**src/rtl/alu_pkg.sv**
```systemverilog
// Shared constants for the execute-stage ALU: control codes, ALUOp/funct encodings,
// multiplier FSM states and a magnitude helper.
package alu_pkg;

  localparam logic [3:0] ALU_AND     = 4'b0000;
  localparam logic [3:0] ALU_OR      = 4'b0001;
  localparam logic [3:0] ALU_ADD     = 4'b0010;
  localparam logic [3:0] ALU_SUB     = 4'b0110;
  localparam logic [3:0] ALU_SLT     = 4'b0111;
  localparam logic [3:0] ALU_MUL     = 4'b1000;
  localparam logic [3:0] ALU_NOR     = 4'b1100;
  localparam logic [3:0] ALU_INVALID = 4'b1111;

  localparam logic [1:0] ALUOP_ADD   = 2'b00;
  localparam logic [1:0] ALUOP_SUB   = 2'b01;
  localparam logic [1:0] ALUOP_FUNCT = 2'b10;
  localparam logic [1:0] ALUOP_SLT   = 2'b11;

  localparam logic [5:0] FUNCT_ADD = 6'b100000;
  localparam logic [5:0] FUNCT_SUB = 6'b100010;
  localparam logic [5:0] FUNCT_AND = 6'b100100;
  localparam logic [5:0] FUNCT_OR  = 6'b100101;
  localparam logic [5:0] FUNCT_NOR = 6'b100111;
  localparam logic [5:0] FUNCT_SLT = 6'b101010;
  localparam logic [5:0] FUNCT_MUL = 6'b011000;

  typedef enum logic [1:0] {
    MUL_IDLE = 2'd0,
    MUL_BUSY = 2'd1,
    MUL_DONE = 2'd2
  } mul_state_e;

  function automatic logic [31:0] abs32(input logic [31:0] v);
    return v[31] ? -v : v;
  endfunction

endpackage

```
**src/rtl/alu_exec_unit_seq_multiplier.sv**
```systemverilog
// Signed 32x32 shift-add multiplier, one partial product per clock, 64-bit result.
// The FSM state is exported on the state port for observation.
module seq_multiplier
  import alu_pkg::*;
(
  input  logic        clk,
  input  logic        rst,
  input  logic        start,
  input  logic [31:0] a,
  input  logic [31:0] b,
  output mul_state_e  state,
  output logic [63:0] product,
  output logic        done
);

  // Handshake: start is a level request held for the whole operation. Dropping it
  // in BUSY aborts; in DONE the result stays until start drops or a/b change.
  mul_state_e  state_next;
  logic [31:0] a_lat, b_lat, mplier;
  logic [63:0] acc, mcand, step_sum;
  logic [4:0]  count;
  logic        neg;

  always_comb begin
    state_next = state;
    case (state)
      MUL_IDLE: if (start) state_next = MUL_BUSY;
      MUL_BUSY: begin
        if (!start)                state_next = MUL_IDLE;
        else if (count == 5'd31)   state_next = MUL_DONE;
      end
      MUL_DONE: if (!start || a != a_lat || b != b_lat) state_next = MUL_IDLE;
      default:  state_next = MUL_IDLE;
    endcase
  end

  assign step_sum = acc + (mplier[0] ? mcand : 64'd0);

  always_ff @(posedge clk) begin
    if (rst) begin
      state  <= MUL_IDLE;
      acc    <= 64'd0;
      count  <= 5'd0;
      a_lat  <= 32'd0;
      b_lat  <= 32'd0;
      mcand  <= 64'd0;
      mplier <= 32'd0;
      neg    <= 1'b0;
    end else begin
      state <= state_next;
      case (state)
        MUL_IDLE: if (start) begin
          a_lat  <= a;
          b_lat  <= b;
          mcand  <= {32'd0, abs32(a)};
          mplier <= abs32(b);
          neg    <= a[31] ^ b[31];
          acc    <= 64'd0;
          count  <= 5'd0;
        end
        MUL_BUSY: if (start) begin
          // The last step folds the sign back in so DONE holds the final product.
          acc    <= (count == 5'd31 && neg) ? -step_sum : step_sum;
          mcand  <= mcand << 1;
          mplier <= mplier >> 1;
          count  <= count + 5'd1;
        end
        default: ;
      endcase
    end
  end

  assign product = acc;
  assign done    = (state == MUL_DONE);

endmodule

```
**src/rtl/alu_exec_unit.sv**
```systemverilog
// Execute stage: ALU control decode, 32-bit ALU with zero/overflow, branch-target adder.
// Define ALU_MUL_EN to include the sequential signed multiplier (funct 011000).
module alu_exec_unit
  import alu_pkg::*;
(
  input  logic        clk,
  input  logic        rst,
  input  logic [1:0]  ALUOp,
  input  logic [5:0]  function_code,
  input  logic [31:0] read_data1,
  input  logic [31:0] data2,
  input  logic [31:0] PC_in,
  input  logic [31:0] offset,
  output logic [3:0]  ALUControl,
  output logic [31:0] ALU_out,
  output logic        Zero,
  output logic        overflow,
  output logic        mul_busy,
  output logic [31:0] PC_out
);

  logic [31:0] sum, diff;

  always_comb begin
    ALUControl = ALU_INVALID;
    case (ALUOp)
      ALUOP_ADD: ALUControl = ALU_ADD;
      ALUOP_SUB: ALUControl = ALU_SUB;
      ALUOP_SLT: ALUControl = ALU_SLT;
      default: begin
        case (function_code)
          FUNCT_ADD: ALUControl = ALU_ADD;
          FUNCT_SUB: ALUControl = ALU_SUB;
          FUNCT_AND: ALUControl = ALU_AND;
          FUNCT_OR:  ALUControl = ALU_OR;
          FUNCT_NOR: ALUControl = ALU_NOR;
          FUNCT_SLT: ALUControl = ALU_SLT;
`ifdef ALU_MUL_EN
          FUNCT_MUL: ALUControl = ALU_MUL;
`endif
          default:   ALUControl = ALU_INVALID;
        endcase
      end
    endcase
  end

`ifdef ALU_MUL_EN
  mul_state_e  mul_state;
  logic [63:0] mul_product;
  logic        mul_done;

  seq_multiplier u_mul (
    .clk     (clk),
    .rst     (rst),
    .start   (ALUControl == ALU_MUL),
    .a       (read_data1),
    .b       (data2),
    .state   (mul_state),
    .product (mul_product),
    .done    (mul_done)
  );

  assign mul_busy = (mul_state == MUL_BUSY) ||
                    (mul_state == MUL_IDLE && ALUControl == ALU_MUL);
`else
  logic unused_clk_rst;
  assign unused_clk_rst = clk ^ rst;
  assign mul_busy = 1'b0;
`endif

  assign sum  = read_data1 + data2;
  assign diff = read_data1 - data2;

  always_comb begin
    ALU_out  = 32'd0;
    overflow = 1'b0;
    case (ALUControl)
      ALU_ADD: begin
        ALU_out  = sum;
        overflow = (read_data1[31] == data2[31]) && (sum[31] != read_data1[31]);
      end
      ALU_SUB: begin
        ALU_out  = diff;
        overflow = (read_data1[31] != data2[31]) && (diff[31] != read_data1[31]);
      end
      ALU_AND: ALU_out = read_data1 & data2;
      ALU_OR:  ALU_out = read_data1 | data2;
      ALU_NOR: ALU_out = ~(read_data1 | data2);
      ALU_SLT: ALU_out = {31'd0, $signed(read_data1) < $signed(data2)};
`ifdef ALU_MUL_EN
      ALU_MUL: if (mul_done) begin
        ALU_out  = mul_product[31:0];
        overflow = mul_product[63:32] != {32{mul_product[31]}};
      end
`endif
      default: ;
    endcase
  end

  assign Zero   = (ALU_out == 32'd0) && !mul_busy;
  assign PC_out = PC_in + (offset << 2);

endmodule

```
**config.mk**
```make
export PLATFORM = sky130hd
export DESIGN_NAME = alu_exec_unit
export DESIGN_NICKNAME = d
export VERILOG_FILES = /design/src/rtl/alu_pkg.sv /design/src/rtl/alu_exec_unit_seq_multiplier.sv /design/src/rtl/alu_exec_unit.sv
export SDC_FILE = /design/constraint.sdc
export NUM_CORES = 1
export LEC_CHECK = 0
export ABC_AREA = 1
export ABC_CLOCK_PERIOD_IN_PS = 4100
export CAP_MARGIN = 30
export CELL_PAD_IN_SITES_DETAIL_PLACEMENT = 0
export CELL_PAD_IN_SITES_GLOBAL_PLACEMENT = 1
export CORE_MARGIN = 2
export CORE_UTILIZATION = 35
export DETAILED_ROUTE_END_ITERATION = 8
export PLACE_DENSITY = 0.83
export SLEW_MARGIN = 20
export SYNTH_ARGS = -nofsm -noshare
export SYNTH_HDL_FRONTEND = slang
export SYNTH_SLANG_ARGS = --single-unit
```
**constraint.sdc**
```tcl
create_clock -name vclk -period 4.1
set_input_delay 0.615 -clock vclk [all_inputs]
set_output_delay 0.615 -clock vclk [all_outputs]
set_load 0.05 [all_outputs]
```
; Yosys cells after proc, flatten, opt, wreduce, memory -nomap -nowiden
; Cells that the tools add are included.
[word_totals]
ff_bits = 0
inputBits = 138
output_inout_bits = 71
[classes]
add_sub_neg = 3
order_cmp = 1
n_eq_ne = 17
muxes = 4
bitwise = 3
n_reduce_logical = 5
[ops]
columns = cell, n
row1 = one-hot mux 32 bit (6 select lines), 1
row2 = adder 32 bit, 2
row3 = == test 6 bit (second input constant), 6
row4 = bitwise AND 32 bit, 1
row5 = logical NOT 32 bit, 1
row6 = less-than comparator 32 bit, 1
row7 = NOT 32 bit, 1
row8 = OR 32 bit, 1
row9 = subtractor 32 bit, 1
row10 = one-hot mux 4 bit (6 select lines), 1
row11 = one-hot mux 4 bit (3 select lines), 1
row12 = == test 4 x 3 -> 1 bit (second input constant), 2
row13 = == test 4 x 1 -> 1 bit (second input constant), 1
row14 = == test 4 x 2 -> 1 bit (second input constant), 1
row15 = == test 4 bit (second input constant), 1
row16 = logical NOT 4 bit, 1
row17 = != test 1 bit, 3
row18 = == test 2 x 1 -> 1 bit (second input constant), 1
row19 = == test 2 bit (second input constant), 1
row20 = logical AND 1 bit, 2
row21 = logical NOT 2 bit, 1
row22 = one-hot mux 1 bit (2 select lines), 1
row23 = == test 1 bit, 1

; Logic depth before layout (Yosys ltp)
; Gate-level depths: netlist (run 1).
[logic_depth]
depth_word = 6
mapped_depth = 23
mapped_depth_nobuf = 22

; Worst setup path before layout (run 1)
; OpenSTA, ideal clock, no wires.
[synth_path]
kind = input-to-output
from = input read_data1[0]
to = output Zero
arrival_time_ps = 3527
t_required_ps = 3485
setup_slack_ps = -42
stages = 20
n_path_buf = 0
path_cell_list = inv_1 -> ha_1 -> fa_1 -> nor2_1 -> nand2_1 -> nand3_1 -> nand2_1 -> nand2_1 -> nand2_1 -> nand2_1 -> nand2_1 -> nand2_1 -> nand2_1 -> nand3_1 -> nand3_1 -> nor2_1 -> nand2_1 -> nor2_1 -> nand2_1 -> nor2_1
[synth_via]
elab_chain_cells = 4
elab_cells_between_ends = 8
cone_classes = add/sub (2) / order compare (1) / mux (1) / bitwise (3) / reduce/logical (1)
[synth_rtl]
columns = item, line_no
row1 = "start, declared", alu_exec_unit.sv:10  ; input logic [31:0] read_data1,
row2 = branches (longest 2 deep; another with subtractor 32 bit), --
row3 = one-hot mux 32 bit (6 select lines) *, alu_exec_unit.sv:77  ; case (ALUControl)
row4 = named net ALU_out[0], alu_exec_unit.sv:15  ; output logic [31:0] ALU_out,
row5 = logical NOT 32 bit *, alu_exec_unit.sv:100  ; assign Zero = (ALU_out == 32'd0) && !mul_busy;
row6 = "end, declared", alu_exec_unit.sv:16  ; output logic Zero,
; Mark *: on every way through the listed nets, which the timed path passes.

; Worst setup path after layout (run 1)
[layout_path]
from = input read_data1[8]
to = output Zero
[layout_via]
elab_chain_cells = 4
elab_cells_between_ends = 8
cone_classes = add/sub (2) / order compare (1) / mux (1) / bitwise (3) / reduce/logical (1)
[layout_rtl]
columns = item, line_no
row1 = branches (longest 2 deep; another with subtractor 32 bit), --
row2 = one-hot mux 32 bit (6 select lines) *, alu_exec_unit.sv:77
row3 = logical NOT 32 bit *, alu_exec_unit.sv:100
; Every way passes the cells marked *.

==> results_dict.tcl, run 1 <==
set metrics [dict create \
    hp-start "PC_in[0]" \
    slew_headroom 0.644 \
    grt_pass1_vias 12100 \
    num_vias 12400 \
    grt_pass1_wl_mm 59.4 \
    ys_seq_area_frac 0 \
    core_mm2 0.0245 \
    rsz0062_at_grt "yes" \
    synth_area_mm2 0.00875 \
    use_met1 0.359 \
    wl_mm 38.9 \
    drt_drc_violations_left 0 \
    fin_nets 2529 \
    cp_max_fo 6 \
    hold_class "in -> out" \
    crit_arrival_ps 3420 \
    fin_crit_sh 0.985 \
    intPower_w 0.00127 \
    crit_start "read_data1[8]" \
    areaGrowthSynthToFinish_pct 77.3 \
    cp-start-kind "primary input" \
    endpoint_kind "output pin" \
    top_level_ports 209 \
    diodes 0 \
    finalHoldViolCount 0 \
    p_comb_frac 1.000 \
    regArea_um2 0 \
    yosysWarnings 0 \
    finalNonFillerCells 2583 \
    power_frac_seq 0 \
    vdd_drop_max_mv 0.131 \
    wire_per_inst_um 15.1 \
    syn_nets 2006 \
    use_met3 0.0243 \
    cap_violations 0 \
    swShare 0.550 \
    die_w_um 162 \
    setup_viol 0 \
    dr.pass1.iters 5 \
    dieArea_mm2 0.0263 \
    start_util 0.358 \
    worstSetupPathType "in -> out" \
    hpwlAfterDp_mm 32.6 \
    hold_buffers 0 \
    holdWs_ps 1230 \
    drt_iter0_drc 754 \
    gp_congestion 1.01 \
    total_power_w 0.00282 \
    grt_use_total 0.279 \
    p_clk_frac 0 \
    dp.cells 2559 \
    power.leakage_nw 8.65 \
    synth.distinct_cells 45 \
    slew_violations 0 \
    drive_gt1_frac 0.339 \
    avgViaCountPerCell 4.80 \
    fmax_ghz 0.248 \
    grt-ovfl-total 0 \
    cp.required_ps 3480 \
    dieHeight_um 162 \
    num-fill-cells 2338 \
    top_usage_layer "met2" \
    seq_cell_count 0 \
    p_sw_w 0.00155 \
    powerDensity_mw_per_mm2 182 \
    ant_nets 0 \
    use_met2 0.501 \
    layout_min_cycle_time_ps 4040 \
    worst_slew_pin_slew_ps 532 \
    rows 57 \
    clockBufferCount 0 \
    antenna_found_initial 0 \
    status "finished clean" \
    port_buffers 200 \
    avgSynthCellArea_um2 5.04 \
    grt_max_degree 19 \
    synthCells 1738 \
]
## critical path, cell delays in order
cell	delay [ps]
clkdlybuf4s50_1	480
inv_1	70
ha_4	360
inv_2	60
nand2_1	50
nand2_1	80
nand2_1	80
nand2_1	70
inv_1	80
nand3_2	130
nand2_2	100
nand3_1	60
nand2_1	60
nor2_1	40
nor2_2	160
nand2_2	80
nor2_1	130
nand2_1	110
nor2_2	170
nand2_2	120
nor2_4	130
buf_12	140
## Yosys cell counts (2+ instances only)
cell      count  area, µm²
buf_2        20        100
nand3_2       5       50.1
o21ai_0      45        225
nor2_1      236        886
nor4_1        5       31.3
nand2_4       3       33.8
buf_6         7       78.8
a31oi_1       5       31.3
nand2_2      10       62.6
a21oi_1      79        395
nand2_1     578       2170
nand3_1     110        551
inv_2         8       30.0
xor2_1       40        350
inv_1       349       1310
nand3b_1      3       22.5
clkbuf_1      2       7.51
buf_4         4       30.0
nor2_4        4       45.0
xnor2_1       9       78.8
nand4_1      30        188
nor2_8        3       60.1
o21ai_1      10       50.1
nor3_1       14       70.1
o21a_1        4       30.0
fa_1          3       60.1
o21bai_1      6       45.0
ha_1        127       1590
a21o_1        3       22.5
## per-stage QoR
stage                     TNS (ps)  utilization  area [µm²]  worst slack [ps]
after floorplan                  0            -        8760               172
after CTS                        0        0.597       14600             0.386
final                            0        0.635       15500              63.4
after global placement        -384        0.572       14000              -384
after global routing          -147        0.635       15500              -147
after detailed placement      -454        0.572       14000              -454
## kinds of logic after synthesis
| logic type | count (synthesis) | synth area share |
|---|---|---|
| buf+inv | 393 | 0.181 |
| xor+xnor | 49 | 0.0490 |
| other cells | 1 | 0.000428 |
| fa+ha+maj | 130 | 0.188 |
| simple gates | 1004 | 0.480 |
| compound gates | 161 | 0.101 |
## power groups by stage
stage	Combinational (W)	Sequential, W	Clock [W]
floorplan	0.00127	0	0
global placement	0.00251	0	0
detailed placement	0.00253	0	0
CTS	0.00264	0	0
global route	0.00302	0	0
finish	0.00282	0	0
## path summary, 6_finish.rpt
kind | endpoint | depth (start not counted)
setup / recovery | Zero | 22
hold / removal | PC_out[0] | 0
## repair_timing
item / in CTS / in global routing
buffers inserted: 5 / 19
pin swaps: 37 / 96
gates resized for setup: 170 / 267
setup endpoints to repair: 1 / 4
## area by class of cell
class | count | area [µm²] | area share
multi-input cells | 1345 | 8420 | 0.543
repair buffers | 556 | 5350 | 0.345
inverters | 358 | 1350 | 0.0867
well taps | 324 | 405 | 0.0261
## cell usage in the layout (no fill, tap or decap), types with 7 or more instances in the layout
cell / instances
o21ai_1: 19
inv_1: 286
nand2_4: 11
nor3_2: 7
nand2_2: 84
nor2_4: 38
ha_4: 26
nand2_1: 496
dlymetal6s2s_1: 28
xor2_1: 40
ha_1: 95
nand3_2: 27
xnor2_1: 9
clkdlybuf4s50_1: 107
buf_12: 59
dlygate4sd2_1: 8
buf_4: 349
nor2_1: 167
a21oi_1: 58
o21ai_0: 31
nor2_2: 36
nand3_1: 85
a21oi_2: 22
inv_2: 71
nand4_1: 30
## routing by layer
layer | part of all wire | wire length, µm
met1 | 0.44 | 17000
met2 | 0.48 | 18600
met3 | 0.058 | 2240
met4 | 0.026 | 1000
met5 | 0 | 0
No activity file was read; power rests on OpenSTA's default activity.
==> run 2, diff against run 1 <==
--- a/config.mk
+++ b/config.mk
@@ -13,7 +13,9 @@
 export CORE_MARGIN = 2
 export CORE_UTILIZATION = 35
 export DETAILED_ROUTE_END_ITERATION = 8
+export GPL_ROUTABILITY_DRIVEN = 1
 export PLACE_DENSITY = 0.83
+export RECOVER_POWER = 50
 export SLEW_MARGIN = 20
 export SYNTH_ARGS = -nofsm -noshare
 export SYNTH_HDL_FRONTEND = slang
==> results_dict.tcl, run 2 (synthesis gave the netlist of run 1 again) <==
set metrics [dict create \
    status "finished clean" \
    cp_common_cell "nand2_1" \
    final_common_cell "nand2_1" \
    worst_slew_pin_slew_ps 646 \
    port_buffers 200 \
    dr.pass1.iters 5 \
    die_w_um 162 \
    wl_mm 38.9 \
    hpwlAfterDp_mm 32.6 \
    gp_congestion 1.01 \
    grt-ovfl-total 0 \
    placed_cell_area_mm2 0.0140 \
    wire_per_inst_um 15.0 \
    power.leakage_nw 8.61 \
    crit_arrival_ps 3420 \
    slew_headroom 0.571 \
    vdd_drop_max_mv 0.130 \
    layout_common_cells "nand2_1, buf_4, inv_1" \
    grt_pass1_vias 12100 \
    cp-start-kind "primary input" \
    slowest_stage "clkdlybuf4s50_1" \
    fin_nets 2529 \
    core_mm2 0.0245 \
    cp.required_ps 3480 \
    diodes 0 \
    dieArea_mm2 0.0263 \
    endpoint_kind "output pin" \
    critical-path-max-stage-delay_ps 480 \
    regArea_um2 0 \
    seq_cell_count 0 \
    fin_crit_sh 0.985 \
    fmax_ghz 0.248 \
    rsz0062_at_grt "yes" \
    powerDensity_mw_per_mm2 180 \
    drt_drc_violations_left 0 \
    num_vias 12400 \
    grt_max_degree 19 \
    grt_use_total 0.279 \
    layout_min_cycle_time_ps 4040 \
    ant_nets 0 \
    setup_viol 0 \
    stdcell_area_mm2 0.0155 \
    worstSetupPathType "in -> out" \
    antenna_found_initial 0 \
    clockBufferCount 0 \
    finalHoldViolCount 0 \
    avgViaCountPerCell 4.79 \
    hold_class "in -> out" \
    top_level_ports 209 \
    cp_max_fo 6 \
    total_power_w 0.00279 \
    drt_iter0_drc 773 \
    start_util 0.358 \
    path_cells "clkdlybuf4s50_1 > inv_1 > ha_4 > inv_2 > nand2_1 > nand2_1 > nand2_1 > nand2_1 > inv_1 > nand3_2 > nand2_2 > nand3_1 > nand2_1 > nor2_1 > nor2_2 > nand2_2 > nor2_1 > nand2_1 > nor2_2 > nand2_2 > nor2_4 > buf_12" \
    areaGrowthSynthToFinish_pct 76.7 \
    dieHeight_um 162 \
    slew_violations 0 \
    grt_pass1_wl_mm 59.4 \
    cap_violations 0 \
    drive_gt1_frac 0.335 \
    rows 57 \
]
run 2: changes by cell type in the layout (fill, tap and decap cells not counted):
cell | previous run | this run
buf_12 | 59 | 57
buf_4 | 349 | 343
clkbuf_1 | 0 | 8
clkdlybuf4s50_1 | 107 | 96
dlygate4sd3_1 | 0 | 11
run 2: worst max-delay path: cells and delay by family:
kind,cells,cell delay [ps]
adder cells (fa/ha/maj),1,360
buffers and inverters,5,830
AND/OR/NAND/NOR,16,1570
run 2: path summary, 6_finish.rpt:
kind / start / to / slack, ps / cells past startpoint
hold / removal: PC_in[0] / PC_out[0] / 1230 / 0
setup / recovery: read_data1[8] / Zero / 60 / 22
run 2: final cells by class:
type / count / area, µm²
Tap cell: 324 / 405
Multi-Input combinational cell: 1345 / 8420
Timing Repair Buffer: 556 / 5290
Inverter: 358 / 1350
Fill cell: 2352 / 8990
run 2: per-layer routing:
metal  share of wire  routed length (µm)  vias up  global-route usage
met5               0                   0        -                   0
met4           0.026                1020        0              0.0672
met3           0.056                2180       55              0.0243
met2            0.48               18600      354               0.501
met1            0.44               17100     5618               0.359
li1                -                   -     6352                   -
run 2: metrics by stage:
stage | hold WS, ps | utilization | setup slack, ps | cells | TNS (ps)
final | 1230 | 0.632 | 63.2 | 2583 | 0
after global routing | 1230 | 0.632 | -147 | 2583 | -147
after CTS | 1230 | 0.597 | 0.386 | 2564 | 0
after detailed placement | 1230 | 0.572 | -454 | 2559 | -454
after global placement | 1230 | 0.572 | -384 | 2559 | -384
after floorplan | 1400 | - | 172 | 1738 | 0
run 2: report_power, final:
| group | switching (W) | internal, W | leakage [nW] |
|---|---|---|---|
| registers | 0 | 0 | 0 |
| clock network | 0 | 0 | 0 |
| logic | 0.00155 | 0.00124 | 8.61 |
run 2: repair_timing:
| item | in CTS | in global routing |
|---|---|---|
| gates resized for setup | 170 | 267 |
| hold endpoints to repair | 0 | 0 |
| buffers inserted | 5 | 19 |
| setup endpoints to repair | 1 | 4 |
| cloned | 0 | 0 |
| hold buffers | 0 | 0 |
| pin swaps | 37 | 96 |
